File: src/rtl/div_pkg.sv
// Shared types and constants for the signed/unsigned divide sequencing stage.
// The optional DIV_ZERO_TRAP_EN build option is consumed by div_sign_seq.
package div_pkg;

  localparam int unsigned DIV_W = 16;
  localparam logic [DIV_W-1:0] DZ_QUOT = 16'hFFFF;

  typedef enum logic [2:0] {
    IDLE,
    LAUNCH,
    WAIT,
    FIX,
    HOLD
  } div_state_t;

endpackage

File: src/rtl/div_sign_seq_twos_neg.sv
// Combinational conditional two's-complement negate: y = en ? -x : x.
module twos_neg #(
  parameter int unsigned W = 16
) (
  input  logic         en_i,
  input  logic [W-1:0] x_i,
  output logic [W-1:0] y_c_o
);

  assign y_c_o = en_i ? (~x_i + W'(1)) : x_i;

endmodule

File: src/rtl/div_sign_seq.sv
// Sign-handling sequencer around the external restoring divider.
// Build option DIV_ZERO_TRAP_EN: resolve zero divisors locally without launching the divider.
module div_sign_seq
  import div_pkg::*;
#(
  parameter int unsigned WIDTH = DIV_W
) (
  input  logic             clk,
  input  logic             rst_n,
  input  logic             in_valid,
  output logic             in_ready,
  input  logic             in_signed,
  input  logic [WIDTH-1:0] in_dividend,
  input  logic [WIDTH-1:0] in_divisor,
  output logic             out_valid,
  input  logic             out_ready,
  output logic [WIDTH-1:0] out_quot,
  output logic [WIDTH-1:0] out_rem,
  output logic             out_dz,
  output logic             div_start,
  output logic [WIDTH-1:0] div_inbus1,
  output logic [WIDTH-1:0] div_inbus2,
  input  logic [WIDTH-1:0] div_cat,
  input  logic [WIDTH-1:0] div_rest,
  input  logic             div_done
);

  div_state_t state_q, state_d;

  logic             in_ready_q, in_ready_d;
  logic             out_valid_q, out_valid_d;
  logic             div_start_q, div_start_d;
  logic [WIDTH-1:0] out_quot_q, out_quot_d;
  logic [WIDTH-1:0] out_rem_q, out_rem_d;
  logic             out_dz_q, out_dz_d;
  logic [WIDTH-1:0] inbus1_q, inbus1_d;
  logic [WIDTH-1:0] inbus2_q, inbus2_d;
  logic             qsign_q, qsign_d;
  logic             rsign_q, rsign_d;
  logic             dz_q, dz_d;
  logic [WIDTH-1:0] cat_q, cat_d;
  logic [WIDTH-1:0] rest_q, rest_d;
`ifdef DIV_ZERO_TRAP_EN
  logic [WIDTH-1:0] dividend_q, dividend_d;
`endif

  logic [WIDTH-1:0] mag_a_c, mag_b_c, quot_fix_c, rem_fix_c;

  // Operand magnitudes (0x8000 maps to itself) and result sign correction.
  twos_neg #(.W(WIDTH)) u_mag_a (
    .en_i (in_signed & in_dividend[WIDTH-1]),
    .x_i  (in_dividend),
    .y_c_o(mag_a_c)
  );

  twos_neg #(.W(WIDTH)) u_mag_b (
    .en_i (in_signed & in_divisor[WIDTH-1]),
    .x_i  (in_divisor),
    .y_c_o(mag_b_c)
  );

  twos_neg #(.W(WIDTH)) u_fix_q (
    .en_i (qsign_q),
    .x_i  (cat_q),
    .y_c_o(quot_fix_c)
  );

  twos_neg #(.W(WIDTH)) u_fix_r (
    .en_i (rsign_q),
    .x_i  (rest_q),
    .y_c_o(rem_fix_c)
  );

  // Next-state and next-output logic; handshake flags follow the next state.
  always_comb begin
    state_d    = state_q;
    out_quot_d = out_quot_q;
    out_rem_d  = out_rem_q;
    out_dz_d   = out_dz_q;
    inbus1_d   = inbus1_q;
    inbus2_d   = inbus2_q;
    qsign_d    = qsign_q;
    rsign_d    = rsign_q;
    dz_d       = dz_q;
    cat_d      = cat_q;
    rest_d     = rest_q;
`ifdef DIV_ZERO_TRAP_EN
    dividend_d = dividend_q;
`endif

    unique case (state_q)
      IDLE: begin
        if (in_valid && in_ready_q) begin
          qsign_d  = in_signed & (in_dividend[WIDTH-1] ^ in_divisor[WIDTH-1]);
          rsign_d  = in_signed & in_dividend[WIDTH-1];
          inbus1_d = mag_a_c;
          inbus2_d = mag_b_c;
          dz_d     = (in_divisor == '0);
`ifdef DIV_ZERO_TRAP_EN
          dividend_d = in_dividend;
          state_d    = (in_divisor == '0) ? FIX : LAUNCH;
`else
          state_d    = LAUNCH;
`endif
        end
      end
      LAUNCH: state_d = WAIT;
      WAIT: begin
        if (div_done) begin
          cat_d   = div_cat;
          rest_d  = div_rest;
          state_d = FIX;
        end
      end
      FIX: begin
        out_quot_d = quot_fix_c;
        out_rem_d  = rem_fix_c;
        out_dz_d   = dz_q;
`ifdef DIV_ZERO_TRAP_EN
        if (dz_q) begin
          out_quot_d = WIDTH'(DZ_QUOT);
          out_rem_d  = dividend_q;
        end
`endif
        state_d = HOLD;
      end
      HOLD: begin
        if (out_ready) state_d = IDLE;
      end
      default: state_d = IDLE;
    endcase

    in_ready_d  = (state_d == IDLE);
    out_valid_d = (state_d == HOLD);
    div_start_d = (state_d == LAUNCH);
  end

  always_ff @(posedge clk or negedge rst_n) begin
    if (!rst_n) begin
      state_q     <= IDLE;
      in_ready_q  <= 1'b0;
      out_valid_q <= 1'b0;
      div_start_q <= 1'b0;
      out_quot_q  <= '0;
      out_rem_q   <= '0;
      out_dz_q    <= 1'b0;
      inbus1_q    <= '0;
      inbus2_q    <= '0;
      qsign_q     <= 1'b0;
      rsign_q     <= 1'b0;
      dz_q        <= 1'b0;
      cat_q       <= '0;
      rest_q      <= '0;
`ifdef DIV_ZERO_TRAP_EN
      dividend_q  <= '0;
`endif
    end else begin
      state_q     <= state_d;
      in_ready_q  <= in_ready_d;
      out_valid_q <= out_valid_d;
      div_start_q <= div_start_d;
      out_quot_q  <= out_quot_d;
      out_rem_q   <= out_rem_d;
      out_dz_q    <= out_dz_d;
      inbus1_q    <= inbus1_d;
      inbus2_q    <= inbus2_d;
      qsign_q     <= qsign_d;
      rsign_q     <= rsign_d;
      dz_q        <= dz_d;
      cat_q       <= cat_d;
      rest_q      <= rest_d;
`ifdef DIV_ZERO_TRAP_EN
      dividend_q  <= dividend_d;
`endif
    end
  end

  assign in_ready   = in_ready_q;
  assign out_valid  = out_valid_q;
  assign div_start  = div_start_q;
  assign out_quot   = out_quot_q;
  assign out_rem    = out_rem_q;
  assign out_dz     = out_dz_q;
  assign div_inbus1 = inbus1_q;
  assign div_inbus2 = inbus2_q;

endmodule

File: config.mk
export PLATFORM = sky130hd
export DESIGN_NAME = div_sign_seq
export DESIGN_NICKNAME = d
export VERILOG_FILES = /design/src/rtl/div_pkg.sv /design/src/rtl/div_sign_seq_twos_neg.sv /design/src/rtl/div_sign_seq.sv
export SDC_FILE = /design/constraint.sdc
export NUM_CORES = 1
export LEC_CHECK = 0
export CAP_MARGIN = 20
export CORE_MARGIN = 2
export CORE_UTILIZATION = 48
export CTS_CLUSTER_DIAMETER = 60
export DETAILED_ROUTE_END_ITERATION = 10
export PLACE_DENSITY = 0.78
export SYNTH_ARGS = -nofsm -noshare
export SYNTH_HDL_FRONTEND = slang
export SYNTH_SLANG_ARGS = --single-unit
File: constraint.sdc
create_clock -name clk -period 2.32 [get_ports clk]
set_input_delay 0.464 -clock clk [delete_from_list [all_inputs] [get_ports clk]]
set_output_delay 0.464 -clock clk [all_outputs]
set_load 0.1 [all_outputs]
---- After elaboration in Yosys (flattened, before gate mapping) ----
Cells that the tools add are included.
word-level totals
  output and inout bits ................... 68
  bits of input ports ..................... 70
  RAM bits ................................ 0
  bits in registers ....................... 106
  latch bits .............................. 0
  memories ................................ 0
  memory bits (read-only) ................. 0
  word-level logic and storage cells ...... 46
operators by class
  $add $sub $neg .......................... 4
  bitwise operators ....................... 8
  order comparisons ....................... 0
  div/mod/pow operators ................... 0
  reductions and logical operators ........ 6
  eq/ne operators ......................... 6
  multipliers ............................. 0
  multiplexer cells ....................... 8
  shifts and indexed selects .............. 0
operator list
  operator               count
  $add 16x1->16 const B  4
  $mux 16                4
  $not 16->16            4
  $logic_not 16->1       1
  $pmux 3 s5             1
  $mux 3                 3
  $eq 3x1->1 const B     2
  $eq 3x2->1 const B     2
  $eq 3x3->1 const B     2
  $logic_not 3->1        2
  $reduce_and 2->1       2
  $and 1x1->1            3
  $logic_and 1x1->1      1
  $xor 1x1->1            1

---- Logic depth before layout (Yosys ltp) ----
  depth after elaboration ................. 4
  mapped depth ............................ 7

---- Cells and area by module ----
Synthesis repeated with hierarchy kept, for this count alone.
unflattened totals
  cells, all modules ...................... 429
  area, all modules ....................... 5519.0 um2
modules (own cells, without submodules)
  module        seq. area each (um2)  cells each  area an instance (um2)  times used
  div_sign_seq  2652.5                241         4187.8                  1
  twos_neg      0.0                   47          332.8                   4

---- Worst setup path before layout ----
Ideal clock, no wire load.
  kind .................................... register to register
  start ................................... register in_ready_q (netlist: in_ready)
  end ..................................... register inbus1_q[0] (netlist: div_inbus1[0])
  arrival time ............................ 1.840 ns
  required time ........................... 2.187 ns
  cell stages (with the launch flop) ...... 7
  library setup time ...................... 0.133 ns
  setup slack ............................. 0.346 ns
  cell sequence ........................... dfrtp_1 -> nand3_1 -> or2_2 -> buf_2 -> buf_1 -> nand2_1 -> o21ai_0
between the ends
  word-level cells in the longest chain between the ends .. 2
ends and longest elaborated chain
  item                               RTL line             RTL
  start: declaration                 div_sign_seq.sv:30   logic in_ready_q, in_ready_d;
  start signal: assignment           div_sign_seq.sv:159  in_ready_q <= in_ready_d;
  $logic_and 1x1->1                  div_sign_seq.sv:93   if (in_valid && in_ready_q) begin
  $reduce_and 2->1 (no source line)  -
  end signal: assignment             div_sign_seq.sv:165  inbus1_q <= inbus1_d;
  end: declaration                   div_sign_seq.sv:36   logic [WIDTH-1:0] inbus1_q, inbus1_d;
Every way passes these cells.
A chain may end at the register's enable or synchronous reset.

---- Worst setup path after layout ----
  start ................................... register rest_q[8]
  end ..................................... register out_rem_q[15] (netlist: out_rem[15])
between the ends
  word-level cells in the longest chain between the ends .. 3
ends and longest elaborated chain
  item                      RTL line                     RTL
  start: declaration        div_sign_seq.sv:42           logic [WIDTH-1:0] rest_q, rest_d;
  start signal: assignment  div_sign_seq.sv:171          rest_q <= rest_d;
  $not 16->16               div_sign_seq_twos_neg.sv:10  assign y_c_o = en_i ? (~x_i + W'(1)) : x_i;
  $add 16x1->16             div_sign_seq_twos_neg.sv:10
  $mux 16                   div_sign_seq_twos_neg.sv:10
  end signal: assignment    div_sign_seq.sv:163          out_rem_q <= out_rem_d;
  end: declaration          div_sign_seq.sv:34           logic [WIDTH-1:0] out_rem_q, out_rem_d;
Every way passes these cells.

==> impl_metrics.ini <==
[run_status]
status = complete, no violations

[clocking]
cts_root_buffer = clkbuf_8
h-tree-depth = 3
cts_resized = 0
cts_tree = yes
clk_latency_ns = 0.38
clk_pin_slew_ns = 0.09
post_cts.repair.setup_buffers = 0
cts_buffers = 9
cts_buffer_depth = 2
cts-hold-fix-buffers = 0
clock_sinks = 106

[global_routing]
antenna_found_initial = 0
grt_overflow = 0
grt_pass1_vias = 3912
grt_use_total_pct = 20.39
grt_max_degree = 50
grt_pass1_wl_mm = 18.21

[layout]
fin_util_pct = 65.62
antenna_cells = 0
nFillCells = 835
final_nets = 724
drive_above_1_share_pct = 22.05
ff_latch_area_sq_mm = 0.002653
syn_to_final_growth_pct = 34.25
multi_input_area_sq_mm = 0.002243

[timing]
tightestPinTransition_ns = 0.5472
rsz0062_at_grt = false
drv_slew = 0
slew_headroom_pct = 63.52
max_freq_mhz = 483.4
period_share_pct = 89.17
period_minus_slack_ns = 2.069
skew_ns = 0.006168
setup_viol = 0
finalHoldViolations = 0

[drt]
via_per_inst = 5.068
routed_wl_mm = 11.23
drt_iter0_markers = 114
num_vias = 3999
ant_nets = 0
wl_per_cell_um = 14.23
drc = 0
dr.pass1.iters = 4

[worst_setup_path]
cp.required_ns = 2.57
path_class = reg2reg
crit_arrival_ns = 2.31
startpoint_type = flip-flop
crit_fanout = 5
cp-end-kind = flip-flop

[floorplan]
core_sq_mm = 0.01023
io_pins = 138
die_w_um = 106.1
start_util_pct = 48.88
rows = 37
die_h_um = 106.1
die_area_sq_mm = 0.01125

[job]
cap_violations = 0

[worst_hold_path]
min_path_type = in2async

[synthesis]
async_flop_share_pct = 100.0
yosys_register_bits = 106
postSynthCellCount = 498
ys_seq_area_share_pct = 53.04
ys_dominant_reg_cell = dfrtp_1
yosysUniqueCellTypes = 40
syn_area_sq_mm = 0.005001
synth.avg_cell_area_sq_um = 10.04
synth_nets = 572
synth_edf_count = 0
yosysWarnings = 0

[placed_design]
dp_hpwl_mm = 8.508
port_buffers = 137
finalWeightedCongestion = 0.8654
-- cell type report --
class	count	area share [%]
flip-flops and latches	106	39.51
inverters	12	0.6709
repair buffers	162	21.02
well taps	136	2.534
multi-input cells	359	33.41
clock buffers	11	2.255
clock inverters	3	0.5963
-- sequential cells by signal (all words and copies together), names as in the netlist, 3 cells and up --
register and count:
div_inbus1 16, cat_q 16, out_rem 16, out_quot 16
rest_q 16, state_q 3, div_inbus2 16
-- critical path: stages, from the launching register on --
cell	delay, ns
dfrtp_1	0.42
or4_4	0.57
nand4b_1	0.26
o41ai_2	0.30
buf_4	0.17
xor2_1	0.14
o21ai_0	0.09
-- worst paths after layout --
check | from | to | slack [ns] | cells past startpoint
worst max register to register | rest_q[8]$_DFFE_PN0P_ | out_rem[15]$_DFFE_PN0N_ | 0.25 | 6
worst min-delay path | rst_n | out_rem[10]$_DFFE_PN0N_ | 0.06 | 1
worst min register to register | out_quot[3]$_DFFE_PN0N_ | out_quot[3]$_DFFE_PN0N_ | 0.49 | 2
max in group asynchronous | rst_n | state_q[0]$_DFF_PN0_ | 1.54 | 2
worst max-delay path | rest_q[8]$_DFFE_PN0P_ | out_rem[15]$_DFFE_PN0N_ | 0.25 | 6
min in group clk | out_quot[3]$_DFFE_PN0N_ | out_quot[3]$_DFFE_PN0N_ | 0.49 | 2
-- cell usage after synthesis (2+ instances only) --
library cell | instances | area share [%]
inv_1 | 11 | 0.83
mux2_2 | 29 | 6.5
a31oi_1 | 5 | 0.63
mux2i_1 | 3 | 0.60
nand2_1 | 95 | 7.1
or4_4 | 2 | 0.45
o21ai_1 | 2 | 0.20
buf_1 | 3 | 0.23
o41ai_1 | 7 | 1.2
or2_2 | 2 | 0.25
nor2_1 | 22 | 1.7
clkbuf_1 | 15 | 1.1
xnor2_1 | 20 | 3.5
nand2b_1 | 2 | 0.25
o31ai_1 | 10 | 1.5
nor4_1 | 3 | 0.38
nand3b_1 | 2 | 0.30
nand3_1 | 6 | 0.60
dfrtp_1 | 106 | 53
a21oi_1 | 6 | 0.60
ha_1 | 4 | 1.0
nor3_1 | 9 | 0.90
nor4b_1 | 2 | 0.35
buf_2 | 3 | 0.30
o21ai_0 | 78 | 7.8
nor2b_1 | 2 | 0.25
xor2_1 | 36 | 6.3
-- through the flow --
stage / instances / TNS [ns] / setup WS [ns] / area, sq um / hold slack [ns]
after floorplan: 498 / 0 / 0.3465 / 5001 / 0.1684
after global placement: 775 / -0.03424 / -0.02737 / 6515 / 0.4568
after detailed placement: 775 / -0.1403 / -0.07414 / 6515 / 0.4618
after CTS: 789 / 0 / 0.1060 / 6706 / 0.08324
after global routing: 789 / 0 / 0.09996 / 6714 / 0.09774
final: 789 / 0 / 0.2513 / 6714 / 0.06488
-- routing by layer --
layer,track usage (%),vias to the layer above,part of all wire (%)
met5,0,-,0
met4,7.707,0,1.6
met3,5.518,13,6.8
met2,33.41,105,46
met1,25.95,1867,45
li1,-,2014,-
-- layout by cell type, fill, tap and decap left out, types with 2 or more instances in the layout --
master	instances
dfrtp_1	106
nand2_1	95
buf_4	92
o21ai_0	78
clkdlybuf4s50_1	68
xor2_1	36
mux2_2	29
nor2_1	22
xnor2_1	20
inv_1	11
clkbuf_8	11
o31ai_1	10
nor3_1	9
nand3_1	6
a21oi_1	6
o41ai_1	6
a31oi_1	5
ha_1	4
mux2i_1	3
nor4_1	3
or2_2	2
nand3b_1	2
nand2b_1	2
nor2b_1	2
or4_4	2
o21ai_1	2
nor4b_1	2
clkinv_2	2
buf_12	2
-- cells by family after synthesis --
family | count (synthesis) | synth area share [%]
AO/OA/AOI/OAI | 111 | 12.51
XOR/XNOR | 56 | 9.807
adder cells (fa/ha/maj) | 4 | 1.001
buffers and inverters | 33 | 2.552
flip-flops | 106 | 53.04
multiplexers | 32 | 7.130
AND/OR/NAND/NOR | 156 | 13.96
Power is not shown: default switching activity piles up to over one toggle a cycle in this logic, so the estimate is an artifact.
